===== config.mk =====
export PLATFORM = sky130hd
export DESIGN_NAME = gearbox_block_sync
export DESIGN_NICKNAME = d
export VERILOG_FILES = /design/src/rtl/gearbox_block_sync.sv
export SDC_FILE = /design/constraint.sdc
export NUM_CORES = 1
export LEC_CHECK = 0
export BUFFER_PORTS_ARGS = -buffer_cell sky130_fd_sc_hd__clkbuf_2
export CAP_MARGIN = 20
export CORE_MARGIN = 2
export CORE_UTILIZATION = 35
export DETAILED_ROUTE_END_ITERATION = 8
export GPL_ROUTABILITY_DRIVEN = 0
export HOLD_SLACK_MARGIN = 0.08
export SLEW_MARGIN = 10
export SYNTH_ARGS = -nofsm -noshare
export SYNTH_HDL_FRONTEND = slang
export SYNTH_SLANG_ARGS = --single-unit

===== constraint.sdc =====
create_clock -name clk_i -period 2.7 [get_ports clk_i]
set_input_delay 0.54 -clock clk_i [delete_from_list [all_inputs] [get_ports clk_i]]
set_output_delay 0.54 -clock clk_i [all_outputs]
set_load 0.02 [all_outputs]

===== src/rtl/gearbox_block_sync.sv =====
// 64b/66b block-alignment controller: hunts for sync-header alignment by pulsing slip_o, then monitors lock.
// Define BLOCK_SYNC_STATS_EN to add saturating slip/unlock statistics outputs.
module gearbox_block_sync #(
    parameter int LOCK_CNT   = 64,
    parameter int WINDOW     = 64,
    parameter int UNLOCK_BAD = 16,
    parameter int SLIP_WAIT  = 8
) (
    input  logic        clk_i,
    input  logic        rst_i,
    input  logic [65:0] data66_i,
    input  logic        data66_valid_i,
    output logic        slip_o,
    output logic        locked_o
`ifdef BLOCK_SYNC_STATS_EN
    ,
    output logic [15:0] slip_cnt_o,
    output logic [15:0] unlock_cnt_o
`endif
);

    localparam int MAX_AB = (LOCK_CNT > WINDOW) ? LOCK_CNT : WINDOW;
    localparam int MAX_CD = (UNLOCK_BAD > SLIP_WAIT) ? UNLOCK_BAD : SLIP_WAIT;
    localparam int MAX_P  = (MAX_AB > MAX_CD) ? MAX_AB : MAX_CD;
    localparam int CW     = $clog2(MAX_P + 1);

    if (LOCK_CNT < 1 || UNLOCK_BAD < 1 || WINDOW < UNLOCK_BAD || SLIP_WAIT < 1) begin : g_param_check
        $error("gearbox_block_sync: illegal parameter combination");
    end

    typedef enum logic [1:0] {
        ST_HUNT      = 2'd0,
        ST_SLIP_WAIT = 2'd1,
        ST_LOCKED    = 2'd2
    } state_e;

    state_e        state_q, state_d;
    logic [CW-1:0] good_q, good_d;
    logic [CW-1:0] wait_q, wait_d;
    logic [CW-1:0] win_q, win_d;
    logic [CW-1:0] bad_q, bad_d;
    logic          slip_d;
    logic          hdr_ok;

    // Only the sync header matters here; the payload is folded away on purpose.
    logic unused_payload;
    assign unused_payload = ^data66_i[63:0];

    assign hdr_ok = data66_i[65] ^ data66_i[64];

    always_comb begin
        // NOTE: every combinational output is defaulted first so no path can infer a latch.
        state_d = state_q;
        good_d  = good_q;
        wait_d  = wait_q;
        win_d   = win_q;
        bad_d   = bad_q;
        slip_d  = 1'b0;
        if (data66_valid_i) begin
            case (state_q)
                ST_HUNT: begin
                    if (!hdr_ok) begin
                        state_d = ST_SLIP_WAIT;
                        good_d  = '0;
                        wait_d  = CW'(SLIP_WAIT);
                        slip_d  = 1'b1;
                    end else if (good_q == CW'(LOCK_CNT - 1)) begin
                        state_d = ST_LOCKED;
                        good_d  = '0;
                    end else begin
                        good_d = good_q + CW'(1);
                    end
                end
                ST_SLIP_WAIT: begin
                    // Headers are meaningless while the gearbox realigns; just count words.
                    if (wait_q == CW'(1)) begin
                        state_d = ST_HUNT;
                        wait_d  = '0;
                        good_d  = '0;
                    end else begin
                        wait_d = wait_q - CW'(1);
                    end
                end
                ST_LOCKED: begin
                    if (!hdr_ok && bad_q == CW'(UNLOCK_BAD - 1)) begin
                        state_d = ST_SLIP_WAIT;
                        wait_d  = CW'(SLIP_WAIT);
                        win_d   = '0;
                        bad_d   = '0;
                        good_d  = '0;
                        slip_d  = 1'b1;
                    end else if (win_q == CW'(WINDOW - 1)) begin
                        win_d = '0;
                        bad_d = '0;
                    end else begin
                        win_d = win_q + CW'(1);
                        if (!hdr_ok) begin
                            bad_d = bad_q + CW'(1);
                        end
                    end
                end
                default: begin
                    state_d = ST_HUNT;
                end
            endcase
        end
    end

    always_ff @(posedge clk_i) begin
        // NOTE: sequential state uses non-blocking assignments so all registers update together.
        if (rst_i) begin
            state_q  <= ST_HUNT;
            good_q   <= '0;
            wait_q   <= '0;
            win_q    <= '0;
            bad_q    <= '0;
            slip_o   <= 1'b0;
            locked_o <= 1'b0;
        end else begin
            state_q  <= state_d;
            good_q   <= good_d;
            wait_q   <= wait_d;
            win_q    <= win_d;
            bad_q    <= bad_d;
            slip_o   <= slip_d;
            locked_o <= (state_d == ST_LOCKED);
        end
    end

`ifdef BLOCK_SYNC_STATS_EN
    logic unlock_ev;
    assign unlock_ev = (state_q == ST_LOCKED) && (state_d == ST_SLIP_WAIT);

    always_ff @(posedge clk_i) begin
        if (rst_i) begin
            slip_cnt_o   <= '0;
            unlock_cnt_o <= '0;
        end else begin
            if (slip_d && slip_cnt_o != 16'hFFFF) begin
                slip_cnt_o <= slip_cnt_o + 16'd1;
            end
            if (unlock_ev && unlock_cnt_o != 16'hFFFF) begin
                unlock_cnt_o <= unlock_cnt_o + 16'd1;
            end
        end
    end
`endif

endmodule


# Word level (Yosys, flattened, before mapping)
# Cells that the tools add are included.
totals:
  output_inout_bits: 2
  input_bits: 69
  elab_cells: 56
  reg_bits: 32
classes:
  n_bitwise: 2
  n_eq_ne: 11
  muxes: 23
  n_reduce_logical: 9
  n_addsub: 4
op_table:
  columns: ["op", "count"]
  rows:
  - ["$mux 7", 12]
  - ["$pmux 7 s3", 2]
  - ["$add 7x1->7 const B", 3]
  - ["$eq 7x6->1 const B", 2]
  - ["$mux 2", 5]
  - ["$reduce_and 4->1", 2]
  - ["$eq 7x1->1 const B", 1]
  - ["$eq 7x4->1 const B", 1]
  - ["$sub 7x1->7 const B", 1]
  - ["$ne 2x2->1 const B", 3]
  - ["$pmux 2 s3", 1]
  - ["$eq 2x2->1 const B", 2]
  - ["$ne 3x1->1 const B", 1]
  - ["$reduce_and 3->1", 1]
  - ["$reduce_bool 3->1", 1]
  - ["$eq 2x1->1 const B", 1]
  - ["$logic_not 2->1", 1]
  - ["$mux 1", 2]
  - ["$pmux 1 s2", 1]
  - ["$reduce_and 2->1", 1]
  - ["$reduce_or 2->1", 1]
  - ["$logic_and 1x1->1", 1]
  - ["$logic_not 1->1", 1]
  - ["$not 1->1", 1]
  - ["$xor 1x1->1", 1]

# Depth between registers and ports, before layout
# Gate-level depths: netlist (run 1).
depth:
  word_depth: 7
  depth_mapped: 8
  depth_no_buf: 7

# Worst setup path after synthesis (run 1)
# OpenSTA, ideal clock, no wires.
synth_timing:
  kind: "reg-to-reg"
  from: "register bad_q[0]"
  to: "register good_q[0]"
  t_arrival_ns: 2.478
  period_less_slack_ns: 2.549
  setup_time_ns: 0.071
  path_buffers: 1
  stages_incl_launch_ff: 8
  required_ns: 2.629
  setup_slack_ns: 0.151
  cell_sequence: "dfxtp_1 > ha_1 > or4b_1 > or3_1 > buf_6 > a211o_4 > or4_1 > a21oi_1"
synth_via:
  elab_chain_len: 4
synth_rtl:
  columns: ["element", "line_no", "rtl"]
  rows:
  - ["start, declared", "41", "logic [CW-1:0] bad_q, bad_d;"]
  - ["start signal, assigned", "116", "bad_q <= '0;"]
  - ["start signal, assigned", "124", "bad_q <= bad_d;"]
  - ["$eq 7x4->1", "85", "if (!hdr_ok && bad_q == CW'(UNLOCK_BAD - 1)) begin"]
  - ["$logic_and 1x1->1", "85", null]
  - ["$ne 2x2->1 (no source line)", null, null]
  - ["$reduce_and 4->1 (no source line)", null, null]
  - ["end signal, assigned", "121", "good_q <= good_d;"]
  - ["end, declared", "38", "logic [CW-1:0] good_q, good_d;"]
# No other way between the ends.
# A chain may end at the register's enable or synchronous reset.

# Worst setup path in the final report (run 1)
# Same ends and word-level chain as after synthesis.

==> results.py, run 1 <==
metrics = {
    "min_path": {
        "timing.hold.worst_endpoint": "win_q[6]",
        "hold_path.class": "flip-flop to flip-flop",
        "hold-path-cell-count": 2,
        "hold_path.startpoint": "win_q[6]",
    },
    "yosys": {
        "synth.avg_cell_area_um2": 8.71,
        "ys_top_cells_by_count": "32 x sky130_fd_sc_hd__dfxtp_1, 19 x sky130_fd_sc_hd__nor2_1, 17 x sky130_fd_sc_hd__a21oi_1, 11 x sky130_fd_sc_hd__nand2_1, 11 x sky130_fd_sc_hd__xor2_1",
        "synthesis.area_mm2": 0.00170,
        "synth.top_cell.area_share": 0.377,
        "syn_nets": 273,
        "ys_dominant_reg_cell": "sky130_fd_sc_hd__dfxtp_1",
        "netlist_top_cells_area": "sky130_fd_sc_hd__dfxtp_1 38%, sky130_fd_sc_hd__ha_1 6.6%, sky130_fd_sc_hd__xor2_1 5.7%, sky130_fd_sc_hd__a21oi_1 5.0%, sky130_fd_sc_hd__nor2_1 4.2%",
        "synth_cells": 195,
        "synthMostInstantiatedCell": "sky130_fd_sc_hd__dfxtp_1",
        "synth.largest_area_cell": "sky130_fd_sc_hd__dfxtp_1",
        "ys_async_sr_fraction": 0,
        "count_of_flip_flops_with_a_built_in_enable_after_synthesis": 0,
        "yosys_warnings": 0,
        "postSynthRegisterBits": 32,
        "yosysUniqueCellTypes": 50,
        "synth.yosys.seq_area_share": 0.377,
    },
    "place": {
        "detailed_place_hpwl_um": 2300,
        "placed_cells_incl_taps": 254,
        "portBuffers": 6,
    },
    "detailed_routing": {
        "drt_drc_violations_left": 0,
        "route.antenna.remaining_nets": 0,
        "via_count": 1405,
        "drtPass1Iterations": 4,
        "detail_route.wirelength_um": 3280,
        "detail_route.vias_per_cell": 5.36,
        "drt-initial-drc-count": 108,
        "routed_length_per_placed_instance_um": 12.5,
    },
    "cells_and_area": {
        "post-route-util": 0.405,
        "num-nets-final": 285,
        "drive_gt1_frac": 0.130,
        "num-fill-cells": 482,
        "layout-area-overhead-vs-synth_pct": 11.9,
        "antenna-diode-count": 0,
        "finalNonFillerCells": 262,
    },
    "floorplan": {
        "num_io_pins": 71,
        "row_count": 25,
        "fp.dieW_um": 73.7,
        "core-area_mm2": 0.00469,
        "dieArea_mm2": 0.00542,
        "die_span_in_y_um": 73.7,
        "floorplan.initialDensity": 0.362,
    },
    "clock_network": {
        "cts.root.buffer_cell": "sky130_fd_sc_hd__clkbuf_8",
        "post_cts_buffers": 0,
        "clock_tree.buffer_depth": 2,
        "postCtsResizedCells": 0,
        "htree_num_levels": 2,
        "clock-sinks": 32,
        "cts-buffers-inserted": 5,
        "worst_setup_hold_path_clk_slew_ns": 0.07,
        "clock_latency_ns": 0.29,
        "cts-hold-fix-buffers": 0,
        "tritoncts": "built",
    },
    "setup_path": {
        "timing.reg2reg.setup_slack_ns": 0.16,
        "crit_path_start_kind": "flip-flop",
        "worst-endpoint-arrival_ns": 2.76,
        "crit_reg_reg_endpoint": "good_q[0]",
        "maximum_net_fanout_on_the_critical_path": 8,
        "crit_path_cell_trace": "ha_1, or4b_1, or3_1, a211o_4, or4_1, a21oi_1",
        "worst-r2r-cell-count": 6,
        "crit_path_end_kind": "flip-flop",
        "critPathSlowestCell": "sky130_fd_sc_hd__or4_1",
        "max_stage_delay_ns": 0.51,
        "critical_path.n_buffers_inverters": 0,
        "crit_type": "flip-flop to flip-flop",
        "cp.required_ns": 2.92,
        "worst_r2r_startpoint": "bad_q[0]",
        "crit_family": "simple AND/OR/NAND/NOR gates",
    },
    "grt": {
        "grt-ovfl-total": 0,
        "grt_max_degree": 19,
        "wire_length_of_the_first_global_routing_pass_um": 6020,
        "grt_util_all_layers": 0.143,
        "grt_pass1_vias": 1360,
        "grt_antenna_before_repair": 0,
    },
    "power": {
        "total_design_power_w": 0.00108,
        "power_density_mw_per_mm2": 569,
        "vdd_drop_max_mv": 0.290,
        "power_leakage_nw": 0.692,
    },
    "timing": {
        "fin_crit_sh": 0.942,
        "clock.fmax_mhz": 393,
        "final-hold-violation-count": 0,
        "setup_total_neg_slack_ns": 0,
        "max_transition_margin": 0.507,
        "report.final.slew_viol_count": 0,
        "final_period_minus_worst_setup_slack_ns": 2.54,
        "grt_setup_unrepaired": "false",
        "worst_pin_slew_ns": 0.733,
        "skew_ns": 0.00548,
        "setup_viol_count_final": 0,
    },
    "run": {
        "max_cap_viol_count": 0,
    },
    "outcome": {
        "run_status": "finished clean",
    },
}
[power breakdown]
part	internal, W	leakage, nW	total (W)	switching (W)
combinational	0.0000530	0.378	0.000129	0.0000760
sequential	0.000486	0.259	0.000499	0.0000126
clock	0.000274	0.0552	0.000454	0.000180
[state kept, by name, summed over array words and instances, names as in the netlist]
| register | cells |
|---|---|
| state_q | 2 |
| good_q | 7 |
| locked_o | 1 |
| bad_q | 7 |
| win_q | 7 |
| wait_q | 7 |
| slip_o | 1 |
[area by class of cell]
type | instances | area (µm²) | share of cell area
clock inverter | 2 | 35.0 | 0.0184
tap | 54 | 67.6 | 0.0355
multi-input combinational | 152 | 995 | 0.523
inverter | 4 | 15.0 | 0.00790
clock buffer | 6 | 72.6 | 0.0382
timing repair buffer | 12 | 75.1 | 0.0395
sequential | 32 | 641 | 0.337
[logic make-up (layout without fill, tap and decap cells)]
| group | count (synthesis) | count (layout) | synth area share |
|---|---|---|---|
| xor+xnor | 12 | 12 | 0.0619 |
| buf+inv | 11 | 24 | 0.0368 |
| flops | 32 | 32 | 0.377 |
| compound gates | 49 | 49 | 0.192 |
| fa+ha+maj | 9 | 9 | 0.0663 |
| simple gates | 82 | 82 | 0.266 |
[metrics by stage]
step	hold slack [ns]	cell area (µm²)	setup slack [ns]
2_1_floorplan	0.439	1700	0.151
3_3_place_gp	0.455	1790	0.169
3_5_place_dp	0.458	1790	0.176
4_1_cts	0.470	1900	0.148
5_1_grt	0.482	1900	0.0483
6_report	0.466	1900	0.157
[how the worst max path moves through the flow]
stage,to,from,cells after the start
final,good_q[0],bad_q[0],6
after global routing,good_q[0],bad_q[0],6
after CTS,good_q[0],bad_q[0],6
after detailed placement,good_q[0],bad_q[0],6
after global placement,good_q[0],bad_q[0],6
after floorplan,good_q[0],bad_q[0],7
[layout by cell type, fill, tap and decap left out, types with 5 or more instances in the layout]
cell type                  synthesis  layout
sky130_fd_sc_hd__o21ai_0           9       9
sky130_fd_sc_hd__or3_1             5       5
sky130_fd_sc_hd__buf_4             2       6
sky130_fd_sc_hd__a21oi_1          17      17
sky130_fd_sc_hd__nand2b_1          5       5
sky130_fd_sc_hd__nand3_1          10      10
sky130_fd_sc_hd__xor2_1           11      11
sky130_fd_sc_hd__nor2_1           19      19
sky130_fd_sc_hd__ha_1              9       9
sky130_fd_sc_hd__clkbuf_2          0       6
sky130_fd_sc_hd__dfxtp_1          32      32
sky130_fd_sc_hd__nor3_1            5       5
sky130_fd_sc_hd__nand2_1          11      11
sky130_fd_sc_hd__clkbuf_8          0       5
[worst register-to-register path, cell delays in order (launching register included)]
cell                      delay, ns
sky130_fd_sc_hd__dfxtp_1       0.37
sky130_fd_sc_hd__ha_1          0.17
sky130_fd_sc_hd__or4b_1        0.45
sky130_fd_sc_hd__or3_1         0.43
sky130_fd_sc_hd__a211o_4       0.39
sky130_fd_sc_hd__or4_1         0.51
sky130_fd_sc_hd__a21oi_1       0.14
[routing by layer]
metal  vias to the layer above  GRT usage  part of all wire
li1                        737          -                 -
met1                       637      0.189              0.53
met2                        23      0.211              0.41
met3                         8     0.0412             0.031
met4                         0     0.0727             0.027
met5                         -          0                 0
Note: power is estimated with default switching activity, not from simulation.
==> run 2: changes to the inputs <==
- REMOVE_ABC_BUFFERS: unset -> 1
==> run 2 against run 1 <==
Compared with the run above:
- largest cell class unchanged
- clock-buffer cell count increased by 2
- clock skew increased by 0.0025 ns
- critical path depth unchanged
- largest power group unchanged
- critical endpoint is now good_q[4]
==> results.py, run 2 (same netlist as run 1, synthesis figures left out) <==
metrics = {
    "cells_and_area": {
        "num-nets-final": 288,
        "register_area_um2": 641,
        "antenna-diode-count": 0,
        "most-common-layout-cells": "32 x sky130_fd_sc_hd__dfxtp_1, 19 x sky130_fd_sc_hd__nor2_1, 17 x sky130_fd_sc_hd__a21oi_1",
        "mostFrequentLayoutCell": "sky130_fd_sc_hd__dfxtp_1",
        "layout-area-overhead-vs-synth_pct": 12.7,
        "num-fill-cells": 475,
        "drive_gt1_frac": 0.137,
        "multiInputGateArea_mm2": 0.00100,
        "finalNonFillerCells": 265,
    },
    "timing": {
        "report.final.slew_viol_count": 0,
        "setup_total_neg_slack_ns": 0,
        "hold_ws_ns": 0.475,
        "grt_setup_unrepaired": "false",
        "fin_crit_sh": 0.944,
        "final_critical_path_setup_slack_ns": 0.153,
        "max_transition_margin": 0.669,
        "skew_ns": 0.00800,
        "worst_pin_slew_ns": 0.492,
        "setup_viol_count_final": 0,
        "final_period_minus_worst_setup_slack_ns": 2.55,
        "clock.fmax_mhz": 393,
        "final-hold-violation-count": 0,
    },
    "setup_path": {
        "crit_path_start_kind": "flip-flop",
        "critPathSlowestCell": "sky130_fd_sc_hd__or4_1",
        "timing.reg2reg.setup_slack_ns": 0.15,
        "crit_path_cell_trace": "ha_1, or4b_1, or3_1, a211o_4, or4_1, a21oi_1",
        "cp.required_ns": 2.91,
        "maximum_net_fanout_on_the_critical_path": 8,
        "crit_path_end_kind": "flip-flop",
        "max_stage_delay_ns": 0.51,
        "crit_type": "flip-flop to flip-flop",
        "worst-endpoint-arrival_ns": 2.76,
    },
    "floorplan": {
        "core-area_mm2": 0.00469,
        "num_io_pins": 71,
        "row_count": 25,
        "dieArea_mm2": 0.00542,
        "floorplan.initialDensity": 0.362,
        "fp.dieW_um": 73.7,
        "die_span_in_y_um": 73.7,
    },
    "clock_network": {
        "tritoncts": "built",
        "post_cts_buffers": 0,
        "clock-sinks": 32,
        "clock_tree.buffer_depth": 2,
        "cts-buffers-inserted": 5,
        "worst_setup_hold_path_clk_slew_ns": 0.07,
        "postCtsResizedCells": 0,
        "cts-hold-fix-buffers": 0,
        "clock_latency_ns": 0.29,
        "htree_num_levels": 2,
        "cts.root.buffer_cell": "sky130_fd_sc_hd__clkbuf_8",
    },
    "run": {
        "max_cap_viol_count": 0,
    },
    "detailed_routing": {
        "routed_length_per_placed_instance_um": 12.9,
        "detail_route.vias_per_cell": 5.40,
        "drt_drc_violations_left": 0,
        "detail_route.wirelength_um": 3420,
        "via_count": 1432,
        "drt-initial-drc-count": 65,
        "route.antenna.remaining_nets": 0,
        "drtPass1Iterations": 4,
    },
    "grt": {
        "grt-ovfl-total": 0,
        "grt_max_degree": 19,
        "grt_pass1_vias": 1418,
        "grt_util_all_layers": 0.150,
        "grt_antenna_before_repair": 0,
        "wire_length_of_the_first_global_routing_pass_um": 6310,
    },
    "place": {
        "portBuffers": 6,
        "detailed_place_hpwl_um": 2350,
        "placed_cells_incl_taps": 257,
        "pre_cts_ws_ns": 0.166,
    },
    "min_path": {
        "hold_path.class": "flip-flop to flip-flop",
    },
    "power": {
        "power_density_mw_per_mm2": 531,
        "power_leakage_nw": 0.698,
        "vdd_drop_max_mv": 0.261,
        "total_design_power_w": 0.00102,
    },
    "outcome": {
        "run_status": "finished clean",
    },
}
## run 2: metal layers
layer | vias to the layer above | global-route usage | wire, µm
li1 | 744 | - | -
met1 | 662 | 0.196 | 1740
met2 | 20 | 0.232 | 1480
met3 | 6 | 0.0412 | 127
met4 | 0 | 0.0606 | 65
met5 | - | 0 | 0
## run 2: layout make-up
cell class / count / share of cell area
Inverter: 4 / 0.00785
Tap cell: 54 / 0.0353
Sequential cell: 32 / 0.335
Timing Repair Buffer: 15 / 0.0510
Clock buffer: 8 / 0.0471
Multi-Input combinational cell: 152 / 0.524
## run 2: stage by stage
step | instance area (µm²) | util
2_1_floorplan | 1650 | -
3_5_place_dp | 1820 | 0.387
3_3_place_gp | 1820 | 0.387
5_1_grt | 1910 | 0.408
6_report | 1910 | 0.408
4_1_cts | 1910 | 0.406
## run 2: report_power, final
part	total [W]	leakage [nW]	internal, W	switching, W
Clock	0.000383	0.0455	0.000208	0.000176
Sequential	0.000499	0.259	0.000486	0.0000131
Combinational	0.000134	0.394	0.0000557	0.0000781
Total	0.00102	0.698	0.000750	0.000267
## run 2: final timing paths
| check | end | depth (start not counted) | startpoint |
|---|---|---|---|
| setup / recovery | good_q[4] | 6 | bad_q[1] |
| hold / removal | wait_q[3] | 2 | wait_q[3] |
| setup reg to reg | good_q[4] | 6 | bad_q[1] |
| hold reg to reg | wait_q[3] | 2 | wait_q[3] |
## run 2: critical path: cells and delay by family (launching register included)
family / cells / cell delay, ns
and+or+nand+nor: 3 / 1.41
DFF: 1 / 0.36
AOI/OAI and AO/OA: 2 / 0.53
adders and majority gates: 1 / 0.17
==> run 3: changes to the inputs <==
- GPL_TIMING_DRIVEN: unset -> 0
- clock period: 2.7 -> 3.26 ns (I/O delays scaled with it)
==> run 3 against run 2 <==
Compared with the run above:
- clock power down 17%
- sequential cell count did not move
- clock-buffer cell count shrank 2
- sequential power shrank 17%
- die area did not move
- worst setup slack improved by 0.33 ns
- routed wire length is 3.4% lower
- critical path type unchanged
- critical endpoint unchanged
==> results.py, run 3 (same netlist as run 1, synthesis figures left out) <==
metrics = {
    "place": {
        "pre_cts_ws_ns": 0.513,
        "postPlaceCellArea_mm2": 0.00175,
        "portBuffers": 6,
        "detailed_place_hpwl_um": 2270,
    },
    "detailed_routing": {
        "via_count": 1408,
        "detail_route.vias_per_cell": 5.50,
        "detail_route.wirelength_um": 3300,
        "drt_drc_violations_left": 0,
        "routed_length_per_placed_instance_um": 12.9,
        "drtPass1Iterations": 4,
        "drt-initial-drc-count": 56,
        "route.antenna.remaining_nets": 0,
    },
    "floorplan": {
        "num_io_pins": 71,
        "core-area_mm2": 0.00469,
        "die_span_in_y_um": 73.7,
        "fp.dieW_um": 73.7,
        "floorplan.initialDensity": 0.362,
        "row_count": 25,
        "dieArea_mm2": 0.00542,
    },
    "setup_path": {
        "crit_reg_reg_endpoint": "good_q[4]",
        "critical_path.n_buffers_inverters": 0,
        "timing.reg2reg.setup_slack_ns": 0.49,
        "crit_path_start_kind": "flip-flop",
        "crit_path_end_kind": "flip-flop",
        "critPathSlowestCell": "sky130_fd_sc_hd__or3_1",
        "cp.required_ns": 3.47,
        "crit_type": "flip-flop to flip-flop",
        "crit_family": "simple AND/OR/NAND/NOR gates",
        "worst_r2r_startpoint": "bad_q[0]",
        "worst-path-stages": 6,
        "worst-endpoint-arrival_ns": 2.99,
        "worst-r2r-cell-count": 6,
        "crit_path_cell_trace": "ha_1, or4b_1, or3_1, a211o_4, or4_1, a21oi_1",
        "maximum_net_fanout_on_the_critical_path": 8,
        "max_stage_delay_ns": 0.53,
    },
    "timing": {
        "fin_crit_sh": 0.851,
        "final_critical_path_setup_slack_ns": 0.487,
        "setup_viol_count_final": 0,
        "setup_total_neg_slack_ns": 0,
        "grt_setup_unrepaired": "false",
        "worst_pin_slew_ns": 0.832,
        "skew_ns": 0.00458,
        "max_transition_margin": 0.441,
        "report.final.slew_viol_count": 0,
        "clock.fmax_mhz": 361,
        "final_period_minus_worst_setup_slack_ns": 2.77,
        "final-hold-violation-count": 0,
    },
    "outcome": {
        "run_status": "finished clean",
    },
    "clock_network": {
        "tritoncts": "built",
        "cts.root.buffer_cell": "sky130_fd_sc_hd__clkbuf_8",
        "clock_tree.buffer_depth": 2,
        "post_cts_buffers": 0,
        "clock_latency_ns": 0.28,
        "htree_num_levels": 2,
        "cts-hold-fix-buffers": 0,
        "clock-sinks": 32,
        "worst_setup_hold_path_clk_slew_ns": 0.07,
        "cts-buffers-inserted": 5,
        "postCtsResizedCells": 0,
    },
    "cells_and_area": {
        "layout-area-overhead-vs-synth_pct": 8.40,
        "most-common-layout-cells": "32 x sky130_fd_sc_hd__dfxtp_1, 19 x sky130_fd_sc_hd__nor2_1, 17 x sky130_fd_sc_hd__a21oi_1",
        "mostFrequentLayoutCell": "sky130_fd_sc_hd__dfxtp_1",
        "finalInstanceArea_mm2": 0.00184,
        "num-nets-final": 279,
        "drive_gt1_frac": 0.109,
        "antenna-diode-count": 0,
    },
    "grt": {
        "grt_pass1_vias": 1349,
        "grt_antenna_before_repair": 0,
        "grt_util_all_layers": 0.143,
        "grt-ovfl-total": 0,
        "grt_max_degree": 19,
        "wire_length_of_the_first_global_routing_pass_um": 6070,
    },
    "power": {
        "vdd_drop_max_mv": 0.253,
        "power_leakage_nw": 0.657,
        "power_density_mw_per_mm2": 453,
    },
    "min_path": {
        "hold-path-cell-count": 2,
        "hold_path.class": "flip-flop to flip-flop",
        "hold_path.startpoint": "win_q[6]",
        "timing.hold.worst_endpoint": "win_q[6]",
    },
    "run": {
        "max_cap_viol_count": 0,
    },
}
[run 3: where the power goes]
group	switching, W	internal [W]
Clock	0.000150	0.000168
Sequential	0.0000110	0.000403
Combinational	0.0000615	0.0000408
[run 3: worst register-to-register path: stages (launching register included)]
cell                      delay [ns]
sky130_fd_sc_hd__dfxtp_1        0.39
sky130_fd_sc_hd__ha_1           0.24
sky130_fd_sc_hd__or4b_1         0.47
sky130_fd_sc_hd__or3_1          0.53
sky130_fd_sc_hd__a211o_4        0.43
sky130_fd_sc_hd__or4_1          0.51
sky130_fd_sc_hd__a21oi_1        0.13
[run 3: worst max-delay path by stage]
stage,startpoint,to,slack (ns)
after floorplan,bad_q[0],good_q[4],0.72
after global placement,bad_q[0],good_q[4],0.53
after detailed placement,bad_q[0],good_q[4],0.51
after CTS,bad_q[0],good_q[4],0.49
after global routing,bad_q[0],good_q[4],0.38
final,bad_q[0],good_q[4],0.49
[run 3: routing by layer]
metal	routed length, µm	up-vias	global-route usage
li1	-	724	-
met1	1740	648	0.191
met2	1360	24	0.212
met3	108	12	0.0439
met4	82	0	0.0646
met5	0	-	0
[run 3: cell type report]
class                           instances  area [µm²]
Fill cell                             495        2850
Multi-Input combinational cell        152         995
Sequential cell                        32         641
Clock buffer                            6        82.6
Tap cell                               54        67.6
Timing Repair Buffer                    6        30.0
Inverter                                4        15.0
Clock inverter                          2        10.0
[run 3: metrics by stage]
step | total power, W | hold WS [ns] | cells | utilization
floorplan | 0.000497 | 0.438 | 188 | -
global placement | 0.000525 | 0.454 | 248 | 0.373
detailed placement | 0.000525 | 0.460 | 248 | 0.373
CTS | 0.000846 | 0.472 | 256 | 0.392
global route | 0.000883 | 0.498 | 256 | 0.392
finish | 0.000834 | 0.469 | 256 | 0.392
